**src/rtl/pipe_pkg.sv**
```systemverilog
// rtl/pipe_pkg.sv - inter-stage payload types and widths for the pipeline registers
package pipe_pkg;

  // Fetch -> decode payload.
  typedef struct packed {
    logic [31:0] pc;
    logic [31:0] instr;
  } fd_t;

  // Decode -> execute payload.
  typedef struct packed {
    logic [31:0] pc;
    logic [31:0] rs1_d;
    logic [31:0] rs2_d;
    logic [31:0] imm;
    logic [4:0]  rd;
    logic [3:0]  alu_op;
  } de_t;

  // Execute -> memory payload.
  typedef struct packed {
    logic [31:0] alu_y;
    logic [31:0] store_d;
    logic [4:0]  rd;
    logic        mem_we;
    logic        mem_re;
  } em_t;

  // Memory -> writeback payload.
  typedef struct packed {
    logic [4:0]  rd;
    logic [31:0] reg_d;
  } mw_t;

  localparam int FD_W = $bits(fd_t);
  localparam int DE_W = $bits(de_t);
  localparam int EM_W = $bits(em_t);
  localparam int MW_W = $bits(mw_t);

  // Occupancy of a two-entry buffer; the skid entry is only ever valid behind the main one.
  function automatic logic [1:0] entry_count(input logic v0, input logic v1);
    return {1'b0, v0} + {1'b0, v1};
  endfunction

endpackage

```
**src/rtl/flope.sv**
```systemverilog
// rtl/flope.sv - enable flop without reset, for payload storage
module flope #(
  parameter int W = 1
) (
  input  logic         clk,
  input  logic         en,
  input  logic [W-1:0] d,
  output logic [W-1:0] q
);

  // Load when enabled; contents are meaningless until a valid bit qualifies them.
  always_ff @(posedge clk) begin
    if (en) q <= d;
  end

endmodule

```
**src/rtl/flopenr.sv**
```systemverilog
// rtl/flopenr.sv - enable flop with asynchronous active-low reset
module flopenr #(
  parameter int W = 1
) (
  input  logic         clk,
  input  logic         rst_n,
  input  logic         en,
  input  logic [W-1:0] d,
  output logic [W-1:0] q
);

  // Clear on reset, otherwise load when enabled.
  always_ff @(posedge clk or negedge rst_n) begin
    if (!rst_n) q <= '0;
    else if (en) q <= d;
  end

endmodule

```
**src/rtl/pipe_skid.sv**
```systemverilog
// rtl/pipe_skid.sv - two-entry skid buffer with registered in_ready
module pipe_skid import pipe_pkg::*; #(
  parameter int WIDTH = MW_W
) (
  input  logic             clk,
  input  logic             reset,
  input  logic             halted,
  input  logic             flush,
  input  logic             in_valid,
  output logic             in_ready,
  input  logic [WIDTH-1:0] in_data,
  output logic             out_valid,
  input  logic             out_ready,
  output logic [WIDTH-1:0] out_data,
  output logic [1:0]       count
);

  logic             v0_q, v0_d, v0_en;
  logic             v1_q, v1_d, v1_en;
  logic [WIDTH-1:0] d0_q, d0_d, d1_q;
  logic             d0_en, d1_en;
  logic             in_fire, out_fire, skid_load;

  // in_ready comes only from the skid valid flop, so out_ready never reaches upstream combinationally.
  assign in_ready  = ~halted & ~v1_q;
  assign out_valid = v0_q & ~halted;
  assign out_data  = d0_q;
  assign count     = entry_count(v0_q, v1_q);

  // Next-state: main entry drains from skid first, new data parks in skid only while main is held.
  always_comb begin
    in_fire   = in_valid & in_ready;
    out_fire  = out_valid & out_ready;
    skid_load = in_fire & v0_q & ~out_fire;

    v0_en = flush | in_fire | out_fire;
    v0_d  = ~flush & (out_fire ? (v1_q | in_fire) : 1'b1);

    v1_en = flush | skid_load | (out_fire & v1_q);
    v1_d  = ~flush & skid_load;

    d0_en = ~flush & ((out_fire & v1_q) | (in_fire & (out_fire | ~v0_q)));
    d0_d  = (out_fire & v1_q) ? d1_q : in_data;

    d1_en = ~flush & skid_load;
  end

  flopenr #(.W(1)) u_v0 (.clk(clk), .rst_n(reset), .en(v0_en), .d(v0_d), .q(v0_q));
  flopenr #(.W(1)) u_v1 (.clk(clk), .rst_n(reset), .en(v1_en), .d(v1_d), .q(v1_q));

  flope #(.W(WIDTH)) u_d0 (.clk(clk), .en(d0_en), .d(d0_d),    .q(d0_q));
  flope #(.W(WIDTH)) u_d1 (.clk(clk), .en(d1_en), .d(in_data), .q(d1_q));

endmodule

```
**src/rtl/pipe_stage_reg.sv**
```systemverilog
// rtl/pipe_stage_reg.sv - parametrised pipeline stage register with handshake, flush and halt
module pipe_stage_reg import pipe_pkg::*; #(
  parameter int WIDTH = MW_W,
  parameter int SKID  = 0
) (
  input  logic             clk,
  input  logic             reset,
  input  logic             halted,
  input  logic             flush,
  input  logic             in_valid,
  output logic             in_ready,
  input  logic [WIDTH-1:0] in_data,
  output logic             out_valid,
  input  logic             out_ready,
  output logic [WIDTH-1:0] out_data,
  output logic [1:0]       count
);

  localparam logic [1:0] MAX_CNT = (SKID != 0) ? 2'd2 : 2'd1;

  logic in_fire, out_fire;

  assign in_fire  = in_valid & in_ready;
  assign out_fire = out_valid & out_ready;

  if (SKID != 0) begin : g_skid
    pipe_skid #(.WIDTH(WIDTH)) u_skid (
      .clk       (clk),
      .reset     (reset),
      .halted    (halted),
      .flush     (flush),
      .in_valid  (in_valid),
      .in_ready  (in_ready),
      .in_data   (in_data),
      .out_valid (out_valid),
      .out_ready (out_ready),
      .out_data  (out_data),
      .count     (count)
    );
  end else begin : g_single
    logic             v_q, v_d, v_en, d_en;
    logic [WIDTH-1:0] d_q;

    assign in_ready  = ~halted & (~v_q | out_ready);
    assign out_valid = v_q & ~halted;
    assign out_data  = d_q;
    assign count     = {1'b0, v_q};

    // Next-state: an incoming beat refills the entry, a lone outgoing beat empties it, flush kills it.
    always_comb begin
      v_en = flush | in_fire | out_fire;
      v_d  = ~flush & in_fire;
      d_en = ~flush & in_fire;
    end

    flopenr #(.W(1))     u_v (.clk(clk), .rst_n(reset), .en(v_en), .d(v_d),     .q(v_q));
    flope   #(.W(WIDTH)) u_d (.clk(clk), .en(d_en),                .d(in_data), .q(d_q));
  end

  // A held beat must not change under the consumer.
  a_hold_stable: assert property (@(posedge clk) disable iff (!reset)
    (out_valid && !out_ready && !halted && !flush) |=> $stable(out_data));

  // Occupancy is bounded by the number of entries.
  a_count_max: assert property (@(posedge clk) disable iff (!reset)
    count <= MAX_CNT);

  // Accepting into a full stage without a simultaneous drain would lose data.
  a_no_overflow: assert property (@(posedge clk) disable iff (!reset)
    !(in_fire && !out_fire && !flush && count == MAX_CNT));

endmodule
```
**config.mk**
```make
export PLATFORM = sky130hd
export DESIGN_NAME = pipe_stage_reg
export DESIGN_NICKNAME = d
export VERILOG_FILES = /design/src/rtl/pipe_pkg.sv /design/src/rtl/flope.sv /design/src/rtl/flopenr.sv /design/src/rtl/pipe_skid.sv /design/src/rtl/pipe_stage_reg.sv
export SDC_FILE = /design/constraint.sdc
export NUM_CORES = 1
export LEC_CHECK = 0
export ABC_AREA = 0
export BUFFER_PORTS_ARGS = -buffer_cell sky130_fd_sc_hd__buf_2
export CORE_ASPECT_RATIO = 0.7
export CORE_MARGIN = 3
export CORE_UTILIZATION = 39
export CTS_CLUSTER_SIZE = 30
export DETAILED_ROUTE_END_ITERATION = 12
export PLACE_DENSITY_LB_ADDON = 0.25
export SYNTH_ARGS = -nofsm -noshare
export SYNTH_HDL_FRONTEND = slang
export SYNTH_SLANG_ARGS = --single-unit
```
**constraint.sdc**
```tcl
create_clock -name clk -period 4.35 [get_ports clk]
set_clock_uncertainty 0.15 [all_clocks]
set_input_delay 0.6525 -clock clk [delete_from_list [all_inputs] [get_ports clk]]
set_output_delay 0.6525 -clock clk [all_outputs]
set_load 0.005 [all_outputs]
```
==> run metrics, run 1 <==
result of the run finished clean; overall routing resource usage 0.1263; CP Data Arrival Time 2030 ps; DP Worst Slack 1807 ps; Max-Cap Viols 0; Die Height 52.41 µm; Ant. Diodes 0; routed wire length 2.319 mm; Sw Ratio 0.1993; cell count after placement 166; Avg Cell Area, Syn 24.49 µm²; die area 3789 µm²; CP peak stage delay 680 ps; root buf cell clkbuf_8; sequential area share after synthesis 0.9468; Fin. Hold Viols 0; max-slew violations 0; CTS Sinks 38; H-tree levels 2; layout cells sized above 1 0.6547; Tightest Pin Transition 839.0 ps; Gate power share 0.060; FP Rows 16; Setup crit start kind input port; Netlist cell types 11; total negative slack 0 ps; Fmax 453.0 MHz; DRC 0; PwrDens 388.9 nW/µm²; GRT overflow 0; clock tree buffer depth 2; clock-pin slew on the worst setup and hold paths 70 ps; Detailed Route Iter0 Violations 62; final cell count without fillers 175; vias in the first global route 716; Filler cells 234; # IOs 84; Psw 136.0 µW; most frequent cells in the layout 82 x buf_2, 37 x edfxtp_1, 5 x clkbuf_8; Worst path slowest cell a211oi_4; Syn Inst Count 49; Port Buffers 82; Critical Path RT 4170 ps; worst hold path depth 1; synthesized flop and latch total 38; final setup fails 0; GP Congestion 0.6636; Hold Path Class in -> reg; cell area after synthesis 1200 µm²; Max Fanout on Critical Path 20; RSZ-0062 raised after global routing no; setup ws final 2143 ps; Worst-Skew Late Latency 280 ps; Slew HR 0.4389; setup bufs post-CTS 0; critical path class in -> reg; Yosys warning total 0; Leak 0.0007503 µW; initial antenna violation count 0; CP Cell Sequence buf_2, nand2b_1, a211oi_4, buf_4; post-cts resize count 0; worst vdd rail ir drop 0.0002597 V; CTS tree built; DR vias 764; DRT antenna net count 0; Final Critical Period 2207 ps; Seq pwr share 0.612; post-synthesis net count 92; post-layout net count 181; 1st-pass router iterations 4; Clock power frac 0.328; DR vias/cell 4.366; die extent in x 72.30 µm; CTS buffer count 5; largest net degree at the start of global routing 21; Initial Util 0.4191; crit end category flop; Area Growth Syn to Fin 46.30%; first-pass GRT wire length 3.298 mm; crit share post-route 0.5074; core footprint 2863 µm²; most frequent standard cell in the layout excluding fill and tap cells buf_2; P_int 546.6 µW; post-DR wirelength/cell 13.25 µm; path depth of the worst reg2reg path 2
## critical path, delay by kind of cell
family,cells,cell delay (ps)
simple gates,1,180
buf+inv,2,500
compound gates,1,680
## cell type report
| cell class | count | area, µm² | share of cell area |
|---|---|---|---|
| repair buffers | 84 | 427.9 | 0.2438 |
| flip-flops and latches | 38 | 1136 | 0.6472 |
| well taps | 36 | 45.04 | 0.02566 |
| clock buffers | 5 | 68.82 | 0.03920 |
| clock inverters | 3 | 16.27 | 0.009266 |
| multi-input cells | 7 | 53.80 | 0.03065 |
| inverters | 2 | 7.507 | 0.004277 |
## power groups by stage
stage                     clock [µW]  combinational (µW)  sequential [µW]
after floorplan                    0                8.20              428
after global placement             0                39.8              425
after detailed placement           0                41.4              426
after CTS                        232                42.2              418
after global routing             249                46.1              418
final                            224                41.1              418
## cell usage after synthesis
master	number	share of area
o32ai_1	1	0.0073
inv_1	2	0.0063
a211oi_1	1	0.0063
conb_1	1	0.0031
buf_4	2	0.013
nor2b_1	1	0.0052
nor2_1	1	0.0031
nand2b_1	1	0.0052
dfrtp_1	1	0.021
edfxtp_1	37	0.93
a21oi_1	1	0.0042
## logic make-up (layout without fill, tap and decap cells)
kind of cell	count (synthesis)	after routing	share of synthesized area
compound gates	3	3	0.01773
buf+inv	4	94	0.01877
flops	38	38	0.9468
other cells	1	1	0.003125
simple gates	3	3	0.01356
## stage by stage
stage | instance area, µm² | utilization | total power, µW | hold slack [ps]
finish | 1755 | 0.6132 | 682.6 | 389.0
global route | 1755 | 0.6132 | 713.8 | 373.5
CTS | 1755 | 0.6132 | 692.0 | 377.2
detailed placement | 1660 | 0.5800 | 467.2 | 278.1
global placement | 1660 | 0.5800 | 465.0 | 277.4
floorplan | 1200 | - | 436.2 | 206.9
## worst paths after layout
check,end,from,slack (ps)
max,g_single.u_d.q[30],flush,2140
min,g_single.u_d.q[33],in_data[33],390
max reg2reg,g_single.u_d.q[30],g_single.u_v.q,2280
min reg2reg,g_single.u_v.q,g_single.u_v.q,520
max in group asynchronous,g_single.u_v.q,reset,3450
min in group asynchronous,g_single.u_v.q,reset,520
## metal layers
| layer | up-vias | GRT usage | share of wire |
|---|---|---|---|
| met1 | 338 | 0.1528 | 0.37 |
| met4 | 0 | 0.06563 | 0.0082 |
| met5 | - | 0 | 0 |
| met2 | 60 | 0.1631 | 0.44 |
| li1 | 364 | - | - |
| met3 | 2 | 0.09195 | 0.18 |
## timing repair
action                                  4_1_cts  5_1_grt
hold buffers                                  1        0
endpoints found under the setup margin        0        0
endpoints found under the hold margin         1        0
## state kept, by name, summed over array words and instances, names as in the netlist
name / count
g_single.u_d.q: 37
g_single.u_v.q: 1
Power figures use the tool's default switching activity.
==> run 2, diff against run 1 <==
--- a/config.mk
+++ b/config.mk
@@ -5,11 +5,11 @@
 export SDC_FILE = /design/constraint.sdc
 export NUM_CORES = 1
 export LEC_CHECK = 0
-export ABC_AREA = 0
+export ABC_AREA = 1
 export BUFFER_PORTS_ARGS = -buffer_cell sky130_fd_sc_hd__buf_2
 export CORE_ASPECT_RATIO = 0.7
 export CORE_MARGIN = 3
-export CORE_UTILIZATION = 39
+export CORE_UTILIZATION = 40
 export CTS_CLUSTER_SIZE = 30
 export DETAILED_ROUTE_END_ITERATION = 12
 export PLACE_DENSITY_LB_ADDON = 0.25
==> constraint.sdc (replaced) <==
create_clock -name clk -period 2.23 [get_ports clk]
set_clock_uncertainty 0.15 [all_clocks]
set_input_delay 0.3345 -clock clk [delete_from_list [all_inputs] [get_ports clk]]
set_output_delay 0.3345 -clock clk [all_outputs]
set_load 0.005 [all_outputs]
==> run metrics, run 2 <==
CP Data Arrival Time 1000 ps (was 2030 ps); most frequent standard cell in the layout excluding fill and tap cells buf_2 (unchanged); clock tree buffer depth 2 (unchanged); overall routing resource usage 0.1497 (was 0.1263); Die Height 52.25 µm (was 52.41 µm); Initial Util 0.4270 (was 0.4191); most frequent cell after synthesis edfxtp_1 (unchanged); Synth Flop Type edfxtp_1 (unchanged); critical path class reg -> out (was in -> reg); CTS tree built (unchanged); most frequent cells in the layout 82 x buf_2, 37 x edfxtp_1, 5 x inv_1, 5 x clkbuf_8, 4 x nand2_1 (was 82 x buf_2, 37 x edfxtp_1, 5 x clkbuf_8); top post-synthesis cells by area edfxtp_1 91%, dfrtp_1 2.0%, inv_1 1.5%, buf_4 1.2%, nand2_1 1.2% (was edfxtp_1 93%, dfrtp_1 2.1%, buf_4 1.3%, o32ai_1 0.73%, a211oi_1 0.63%); 1st-pass router iterations 4 (unchanged); RSZ-0062 raised after global routing no (unchanged); path depth of the worst reg2reg path 4 (was 2); layout cells sized above 1 0.6395 (was 0.6547); sequential area share after synthesis 0.9294 (was 0.9468); Critical Path RT 1750 ps (was 4170 ps); GP Congestion 0.7667 (was 0.6636); total negative slack 0 ps (unchanged); DRC 0 (unchanged); Worst-Skew Late Latency 280 ps (about the same); Hold Path Class in -> reg (unchanged); post-layout net count 189 (was 181); crit end category output pin (was flop); final instance area 1769 µm² (was 1755 µm²); Avg Cell Area, Syn 21.83 µm² (was 24.49 µm²); Netlist cell types 11 (unchanged); multi-input combinational cell area 48.80 µm² (was 53.80 µm²); Max Fanout on Critical Path 3 (was 20); wl on met1 932 µm (was 863 µm); routed wire length 2.562 mm (was 2.319 mm); result of the run finished clean (unchanged); Filler cells 236 (was 234); overall power 1325 µW (was 682.6 µW); post-synthesis net count 99 (was 92); metal2 WL 1.204 mm (was 1.013 mm); top cells by count, synth 37 x edfxtp_1, 5 x inv_1, 4 x nand2_1 (was 37 x edfxtp_1, 2 x buf_4, 2 x inv_1); Syn Inst Count 56 (was 49); Synth async-reset ratio 0.02632 (unchanged); vias in the first global route 841 (was 716); H-tree levels 2 (unchanged); biggest registers after layout g_single.u_d.q (37), g_single.u_v.q (1) (unchanged); worst hold path depth 1 (unchanged); Area Growth Syn to Fin 44.73% (was 46.30%); DR vias/cell 4.410 (was 4.366); Ant. Diodes 0 (unchanged); final setup fails 0 (unchanged); Detailed Route Iter0 Violations 32 (was 62); root buf cell clkbuf_8 (unchanged); fraction of synthesized cell area taken by the top area cell type 0.9089 (was 0.9260); DP HPWL 2.028 mm; # IOs 84 (unchanged); largest net degree at the start of global routing 23 (was 21); post-DR wirelength/cell 14.00 µm (was 13.25 µm); Leak 0.0007936 µW (was 0.0007503 µW); highest metal used met4 (unchanged); clock-pin slew on the worst setup and hold paths 70 ps (about the same); sequential cell area 1136 µm² (unchanged); max-slew violations 0 (unchanged); core footprint 2863 µm² (unchanged); synthesized flop and latch total 38 (unchanged); CTS Sinks 38 (unchanged); first-pass GRT wire length 3.877 mm (was 3.298 mm); Port Buffers 82 (unchanged); cell area after synthesis 1222 µm² (was 1200 µm²); Fmax 675.7 MHz; PwrDens 748.9 nW/µm² (was 388.9 nW/µm²); placed cell area 1678 µm² (was 1660 µm²); Fin. Hold Viols 0 (unchanged); Setup crit start kind flop (was input port); initial antenna violation count 0 (unchanged); DRT antenna net count 0 (unchanged); WL met3 393 µm (was 421 µm); crit share post-route 0.6636; DR vias 807 (was 764); Yosys warning total 0 (unchanged); Top reg by flops g_single.u_d.q (unchanged); FP Rows 16 (unchanged); EDFF count, synth 37 (unchanged); CTS buffer count 5 (unchanged); Final Critical Period 1480 ps; Largest register FFs 37 (unchanged); die extent in x 72.08 µm (was 72.30 µm); GRT overflow 0 (unchanged); Max-Cap Viols 0 (unchanged); die area 3766 µm² (was 3789 µm²); worst vdd rail ir drop 0.0004119 V (was 0.0002597 V); cell taking the most area after synthesis edfxtp_1 (unchanged)
## run 2: final cells by class
cell class,instances,area share
Timing Repair Buffer,85,0.2461
Clock inverter,2,0.004950
Inverter,6,0.01273
Tap cell,36,0.02546
Clock buffer,6,0.04102
Multi-Input combinational cell,10,0.02758
Sequential cell,38,0.6421
## run 2: cells by family (layout without fill, tap and decap cells)
family,Yosys count,in the layout,share of synthesized area
buf+inv,8,99,0.03070
flops,38,38,0.9294
other cells,1,1,0.003068
simple gates,9,9,0.03685
## run 2: per-stage QoR
| stage | cells | util | setup WS [ps] | hold slack, ps |
|---|---|---|---|---|
| 2_1_floorplan | 56 | - | 402.6 | -111.1 |
| 3_3_place_gp | 174 | 0.5861 | 771.1 | -40.33 |
| 3_5_place_dp | 174 | 0.5861 | 689.0 | -38.22 |
| 4_1_cts | 183 | 0.6180 | 733.3 | 62.93 |
| 5_1_grt | 183 | 0.6180 | 669.6 | 57.36 |
| 6_report | 183 | 0.6180 | 750.1 | 77.58 |
## run 2: repair_timing
item,4_1_cts,5_1_grt
buffers inserted,0,0
endpoints found under the hold margin,1,0
resized for setup,0,0
hold buffers,1,0
## run 2: routing by layer
layer / global-route usage / vias to the layer above
met4: 0.09063 / 0
met3: 0.09387 / 4
met2: 0.2341 / 61
met5: 0 / -
met1: 0.1518 / 365
li1: - / 377
## run 2: power breakdown
| part | internal, µW | switching, µW |
|---|---|---|
| Clock | 214 | 213 |
| Combinational | 44.8 | 39.1 |
| Sequential | 809 | 5.47 |
| Total | 1070 | 257 |
## run 2: path summary, 6_finish.rpt
path / startpoint / to / slack (ps)
worst min-delay path: in_data[14] / g_single.u_d.q[14] / 80
worst min register to register: g_single.u_v.q / g_single.u_v.q / 500
max in group asynchronous: reset / g_single.u_v.q / 1640
worst max register to register: g_single.u_v.q / g_single.u_d.q[2] / 800
min in group asynchronous: reset / g_single.u_v.q / 210
worst max-delay path: g_single.u_v.q / in_ready / 750
## run 2: critical path: stages (launching register included)
cell	delay, ps
dfrtp_1	410
nand2_2	100
nand2_1	60
inv_1	40
buf_2	100
